===== src/rtl/axis_packet_arbiter.sv =====
// Round-robin AXI4-Stream packet arbiter: NUM_IN sources share one output,
// and a source keeps the grant from its first beat through its tlast beat.
module axis_packet_arbiter #(
  parameter int DATA_W = 32,
  parameter int NUM_IN = 4,
  parameter int ID_W   = 2
) (
  input  logic                     clk,
  input  logic                     reset,
  input  logic [NUM_IN-1:0]        s_tvalid,
  output logic [NUM_IN-1:0]        s_tready,
  input  logic [NUM_IN*DATA_W-1:0] s_tdata,
  input  logic [NUM_IN-1:0]        s_tuser,
  input  logic [NUM_IN-1:0]        s_tlast,
  output logic                     m_tvalid,
  input  logic                     m_tready,
  output logic [DATA_W-1:0]        m_tdata,
  output logic                     m_tuser,
  output logic                     m_tlast,
  output logic [ID_W-1:0]          grant_id,
  output logic                     busy,
  output logic [15:0]              pkt_count
);

  typedef enum logic [0:0] {IDLE = 1'b0, XFER = 1'b1} state_t;

  state_t            state_r;
  logic [ID_W-1:0]   rr_ptr_r;
  logic [ID_W-1:0]   grant_id_r;
  logic [15:0]       pkt_count_r;
  logic              m_tvalid_r;
  logic [DATA_W-1:0] m_tdata_r;
  logic              m_tuser_r;
  logic              m_tlast_r;

  logic [DATA_W-1:0] src_data_s [NUM_IN];
  logic [ID_W-1:0]   pick_idx_s;
  logic              pick_found_s;
  logic [ID_W-1:0]   scan_idx_s;
  int                scan_pos_s;
  logic [ID_W-1:0]   next_ptr_s;
  logic              g_tvalid_s;
  logic [DATA_W-1:0] g_tdata_s;
  logic              g_tuser_s;
  logic              g_tlast_s;
  logic              out_ready_s;
  logic              accept_s;

  for (genvar gi = 0; gi < NUM_IN; gi++) begin : g_unpack
    assign src_data_s[gi] = s_tdata[gi*DATA_W +: DATA_W];
  end

  // First valid source at or after rr_ptr_r, wrapping modulo NUM_IN.
  always_comb begin
    pick_found_s = 1'b0;
    pick_idx_s   = {ID_W{1'b0}};
    scan_pos_s   = 0;
    scan_idx_s   = {ID_W{1'b0}};
    for (int k = 0; k < NUM_IN; k++) begin
      scan_pos_s   = int'(rr_ptr_r) + k;
      scan_pos_s   = (scan_pos_s >= NUM_IN) ? (scan_pos_s - NUM_IN) : scan_pos_s;
      scan_idx_s   = ID_W'(scan_pos_s);
      pick_idx_s   = (!pick_found_s && s_tvalid[scan_idx_s]) ? scan_idx_s : pick_idx_s;
      pick_found_s = pick_found_s | s_tvalid[scan_idx_s];
    end
  end

  assign g_tvalid_s  = s_tvalid[grant_id_r];
  assign g_tdata_s   = src_data_s[grant_id_r];
  assign g_tuser_s   = s_tuser[grant_id_r];
  assign g_tlast_s   = s_tlast[grant_id_r];
  assign out_ready_s = !m_tvalid_r || m_tready;
  assign accept_s    = (state_r == XFER) && g_tvalid_s && out_ready_s;
  assign next_ptr_s  = (int'(grant_id_r) == NUM_IN - 1) ? {ID_W{1'b0}} : (grant_id_r + 1'b1);

  // Only the granted source sees ready, and only while the output slice can take a beat.
  always_comb begin
    s_tready = {NUM_IN{1'b0}};
    if (reset && (state_r == XFER)) begin
      s_tready[grant_id_r] = out_ready_s;
    end else begin
      s_tready = {NUM_IN{1'b0}};
    end
  end

  // Arbitration FSM, packet counter and the one-entry output slice.
  always_ff @(posedge clk) begin
    if (!reset) begin
      state_r     <= IDLE;
      rr_ptr_r    <= {ID_W{1'b0}};
      grant_id_r  <= {ID_W{1'b0}};
      pkt_count_r <= 16'd0;
      m_tvalid_r  <= 1'b0;
      m_tdata_r   <= {DATA_W{1'b0}};
      m_tuser_r   <= 1'b0;
      m_tlast_r   <= 1'b0;
    end else begin
      case (state_r)
        IDLE: begin
          if (pick_found_s) begin
            grant_id_r <= pick_idx_s;
            state_r    <= XFER;
          end
        end
        XFER: begin
          if (accept_s && g_tlast_s) begin
            state_r     <= IDLE;
            rr_ptr_r    <= next_ptr_s;
            pkt_count_r <= pkt_count_r + 16'd1;
          end
        end
        default: state_r <= IDLE;
      endcase

      // A load in the same cycle as a drain simply replaces the beat.
      if (accept_s) begin
        m_tvalid_r <= 1'b1;
        m_tdata_r  <= g_tdata_s;
        m_tuser_r  <= g_tuser_s;
        m_tlast_r  <= g_tlast_s;
      end else if (m_tready) begin
        m_tvalid_r <= 1'b0;
      end
    end
  end

  assign m_tvalid  = m_tvalid_r;
  assign m_tdata   = m_tdata_r;
  assign m_tuser   = m_tuser_r;
  assign m_tlast   = m_tlast_r;
  assign grant_id  = grant_id_r;
  assign busy      = (state_r == XFER);
  assign pkt_count = pkt_count_r;

endmodule

===== config.mk =====
export PLATFORM = sky130hd
export DESIGN_NAME = axis_packet_arbiter
export DESIGN_NICKNAME = d
export VERILOG_FILES = /design/src/rtl/axis_packet_arbiter.sv
export SDC_FILE = /design/constraint.sdc
export NUM_CORES = 1
export LEC_CHECK = 0
export ABC_CLOCK_PERIOD_IN_PS = 5620
export BUFFER_PORTS_ARGS = -buffer_cell sky130_fd_sc_hd__buf_4
export CAP_MARGIN = 0
export CORE_MARGIN = 2
export CORE_UTILIZATION = 46
export CTS_CLUSTER_DIAMETER = 40
export CTS_CLUSTER_SIZE = 25
export DETAILED_ROUTE_END_ITERATION = 8
export GPL_ROUTABILITY_DRIVEN = 1
export PLACE_DENSITY = 0.88
export SLEW_MARGIN = 10
export SYNTH_ARGS = -nofsm -noshare
export SYNTH_HDL_FRONTEND = slang
export SYNTH_SLANG_ARGS = --single-unit

===== constraint.sdc =====
create_clock -name clk -period 5.62 [get_ports clk]
set_input_delay 0.843 -clock clk [delete_from_list [all_inputs] [get_ports clk]]
set_output_delay 0.843 -clock clk [all_outputs]
set_load 0.01 [all_outputs]

### Word-level counts from Yosys, hierarchy flattened

Cells that the tools add are included.

| word-level totals | value |
|---|---|
| register bits after elaboration | 56 |
| input port bits | 143 |

| cells by class | value |
|---|---|
| add/subtract/negate cells | 9 |
| magnitude comparators | 11 |
| equality and inequality tests | 1 |
| muxes and demuxes | 34 |
| bitwise logic cells | 6 |
| reductions and logical operators | 16 |

Operators by type and width:

| cell | count |
|---|---|
| $bmux W32 S2 | 1 |
| $mux W32 | 2 |
| $mux W2 | 9 |
| $add A16 B1 Y16 const B | 1 |
| $lt A2 B3 Y1 const B | 5 |
| $bmux W1 S2 | 7 |
| $ge A3 B3 Y1 const B | 4 |
| $mux W1 | 12 |
| $logic_and A1 B1 Y1 | 8 |
| $sub A2 B1 Y2 const B | 4 |
| $add A2 B2 Y3 const B | 2 |
| $and A4 B4 Y4 | 1 |
| $logic_not A1 Y1 | 4 |
| $mux W4 | 1 |
| $reduce_and A2 Y1 | 2 |
| $add A2 B1 Y3 const B | 1 |
| $ge A2 B3 Y1 const B | 1 |
| $not A2 Y3 | 1 |
| $or A1 B1 Y1 | 3 |
| $add A2 B1 Y2 const B | 1 |
| $demux W1 S2 | 1 |
| $eq A2 B1 Y1 const B | 1 |
| $ge A2 B1 Y1 const B | 1 |
| $pmux W1 S2 | 1 |
| 3 further kinds | 3 |

### Longest topological paths before layout

| depth | value |
|---|---|
| word-level depth | 10 |
| gate-level depth with buffers | 7 |
| mapped depth without buffers | 5 |

### Worst setup path before layout

No wires, ideal clock.

| timing path | value |
|---|---|
| kind | input-to-output |
| start point | in reset |
| end point | out s_tready[0] |
| arrival | 1.452 ns |
| path slack | 3.325 ns |
| cell stages on the path | 3 |
| cells stage by stage | clkbuf_1 > and3_1 > and2_1 |

| on the way | value |
|---|---|
| word-level cells in the longest chain between the ends | 2 |

Ends and longest elaborated chain:

| element | RTL line | text |
|---|---|---|
| start, declared | 9 | `input logic reset,` |
| $logic_and A1 B1 Y1 | 79 | `if (reset && (state_r == XFER)) begin` |
| $mux W4 | 79 |  |
| end, declared | 11 | `output logic [NUM_IN-1:0] s_tready,` |

Every way passes these cells.

### Final worst setup path

| timing path | value |
|---|---|
| start point | reg grant_id_r[0] (netlist: grant_id[0]) |
| end point | reg pkt_count_r[9] (netlist: pkt_count[9]) |

| on the way | value |
|---|---|
| word-level cells in the longest chain between the ends | 6 |

Ends and longest elaborated chain:

| element | RTL line | text |
|---|---|---|
| start, declared | 29 | `logic [ID_W-1:0] grant_id_r;` |
| start signal, assigned | 91 | `grant_id_r <= {ID_W{1'b0}};` |
| start signal, assigned | 101 | `grant_id_r <= pick_idx_s;` |
| $bmux W1 S2 | 68 | `assign g_tvalid_s = s_tvalid[grant_id_r];` |
| $mux W1 (implied by the code) | 68 |  |
| $logic_and A1 B1 Y1 (2 in a row) | 73 | `assign accept_s = (state_r == XFER) && g_tvalid_s && out_ready_s;` |
| $logic_and A1 B1 Y1 * | 106 | `if (accept_s && g_tlast_s) begin` |
| $reduce_and A2 Y1 (no line) * | - |  |
| end signal, assigned | 109 | `pkt_count_r <= pkt_count_r + 16'd1;` |
| end, declared | 30 | `logic [15:0] pkt_count_r;` |

Every way passes the cells marked *; elsewhere a longest branch is shown, timed or not. The select of a mux whose other input is x is not followed.
A chain may end at the register's enable or synchronous reset.

==> metrics <==
Antenna Violating Nets Remaining 0; P&R area growth vs syn 50.9%; Crit Path Max Fanout 29; post-synthesis sequential area ratio 36.0%; Power Dens Cells approximately 190 nW/um2; CTS clk-pin slew, worst paths 0.10 ns; commonest non-fill, non-tap cell in the layout buf_4; post-cts sizing count 0; status completed; crit path capture type register; H-tree depth 2; die width 86.3 um; Slew Viols, Final 0; reported leakage power about 2 nW; vias in the first global route 3199; first-pass GRT wire length roughly 15000 um; WL final 9880 um; f_max approximately 290 MHz; largest net degree at the start of global routing 53; min Tclk post-route 3.43 ns; total design power 0.888 mW; vias 3312; # DRC 0; synth warn 0; GRT overflow 0; fraction of layout cells with a size suffix above 1 48.4%; CTS root buf clkbuf_8; unrepaired setup endpoints after global routing false; I/O pin count 201; die height 86.3 um; top cells by area, synth dfxtp_1 (36%), mux4_2 (25%), nand2_1 (9.0%), a21oi_1 (8.0%), ha_1 (2.0%); post-placement cell count 580; setup_tns 0 ns; CP max-delay cell nand4_1; Rows 29; IO Port Bufs 200; final period utilization 61.0%; total track usage 25.8%; Num CTS Buffers 5; most frequent cells in the layout buf_4 (203), nand2_1 (75), dfxtp_1 (54); synthesized net count around 470; n_diodes 0; maximum clock path buffer count 2; final std cells w/o fill 587; post-synth top area share 36.0%; Vias/cell 5.64; initial drt markers 154; Mapped Cells 325; Synth cell types 34; slowest stage delay, CP 0.84 ns; initial antenna violation count 0; Max Cap Viol 0; Worst Max-Slew Pin Slew between 1 and 1.5 ns; hpwl dp around 7800 um; crit-path cells buf_4 -> mux4_2 -> nand4_1 -> or4_1 -> a21oi_1; Routed WL per cell 16.8 um; Hold WC Path Type register to register; VDD IR max 0.000102 V; Synth area leader dfxtp_1; Clock Latency Late Sink between 0.3 and 0.4 ns; final setup vio count 0; die area 7440 um2; Synth Cell Area 3110 um2; drt pass-1 iters 4; Rel. slew slack 28.9%; clock tree from TritonCTS yes; CP arrival 3.67 ns; CTS sink cnt between 50 and 60; final-report hold violation count 0; Max Clock Skew 0.00963 ns; # nets final 658; cts hold-fix bufs 0; Core ar. 6460 um2; Starting Density 48.2%; Final Wtd Congestion 0.836; Worst Path Class, Setup register to register; #FFs+latches synth 56; CP Launch Type register; Crit path required time 5.86 ns; Post-Syn Area per Cell 9.58 um2; setup bufs post-CTS 0
-- logic make-up after synthesis --
family / Yosys count / share of synthesized area (%)
xor gates and xnor gates: 1 / 0.281
buffers and inverters: 32 / 4.58
and+or+nand+nor: 122 / 18.0
muxes: 39 / 26.6
DFF: 56 / 36.0
AOI/OAI and AO/OA: 70 / 12.5
adders and majority gates: 5 / 2.01
-- power breakdown --
group,internal (mW),switching [mW],total [mW]
logic,0.147,0.0921,0.240
clock network,0.0852,0.124,0.209
registers,0.417,0.0228,0.439
total,0.649,0.239,0.888
-- registers in the layout, summed over array words and instances (netlist names) --
| signal | flops |
|---|---|
| rr_ptr_r | 2 |
| grant_id | 2 |
| m_tlast | 1 |
| m_tuser | 1 |
| pkt_count | 16 |
| busy | 1 |
| m_tdata | 32 |
| m_tvalid | 1 |
-- layer usage --
layer / share of wire (%) / wire [um] / vias to the layer above / global-route usage, %
met5: 0 / 0 / - / 0
met4: 2.9 / 285 / 0 / 8.66
met3: 6.3 / 622 / 21 / 5.71
met2: 54 / 5350 / 137 / 45.7
met1: 37 / 3620 / 1598 / 31.3
li1: - / - / 1556 / -
-- stage by stage --
stage          area (um2)  util [%]  hold slack, ns  setup slack (ns)
4_1_cts              4700      72.7           0.461              2.18
2_1_floorplan        3110         -           0.459              3.33
6_report             4700      72.7           0.457              2.19
3_5_place_dp         4620      71.5           0.448              2.20
3_3_place_gp         4620      71.5           0.443              2.37
5_1_grt              4700      72.7           0.482              1.86
-- cells in the mapped netlist --
cell type / n
a211o_1: 1
a211oi_1: 1
a21o_1: 1
a21oi_1: 50
a31oi_1: 1
and2_1: 4
and3_1: 3
and4_1: 2
buf_1: 1
buf_2: 12
buf_6: 1
clkbuf_1: 11
clkinv_1: 1
dfxtp_1: 56
ha_1: 5
inv_1: 6
mux2i_1: 4
mux4_2: 35
nand2_1: 75
nand2b_1: 5
nand3_1: 5
nand4_1: 6
nor2_1: 7
nor2b_1: 1
nor4_1: 2
o21a_1: 1
o21ai_0: 7
o221ai_1: 2
o311ai_0: 1
o31ai_1: 4
o41ai_1: 1
or3_1: 8
or4_1: 4
xor2_1: 1
-- critical path: cells and delay by family, from the launching register on --
family	cells	cell delay, ns
DFF	1	0.73
buffers and inverters	1	0.47
and+or+nand+nor	2	1.65
muxes	1	0.34
AOI/OAI and AO/OA	1	0.16
-- cell type report --
cell class	instances	area, um2
fillers	487	1760
multi-input cells	237	1850
repair buffers	203	1520
clock inverters	1	5.00
flip-flops and latches	56	1120
well taps	77	96.3
clock buffers	6	72.6
inverters	7	26.3
-- worst paths after layout --
| kind | start | end | slack [ns] | cells after the start |
|---|---|---|---|---|
| max | grant_id[0]$_SDFFE_PN0P_ | pkt_count[9]$_SDFFE_PN0P_ | 2.19 | 5 |
| min | m_tdata[11]$_SDFFE_PN0P_ | m_tdata[11]$_SDFFE_PN0P_ | 0.46 | 2 |
| max reg2reg | grant_id[0]$_SDFFE_PN0P_ | pkt_count[9]$_SDFFE_PN0P_ | 2.19 | 5 |
| min reg2reg | m_tdata[11]$_SDFFE_PN0P_ | m_tdata[11]$_SDFFE_PN0P_ | 0.46 | 2 |
Note: power is estimated with default switching activity, not from simulation.
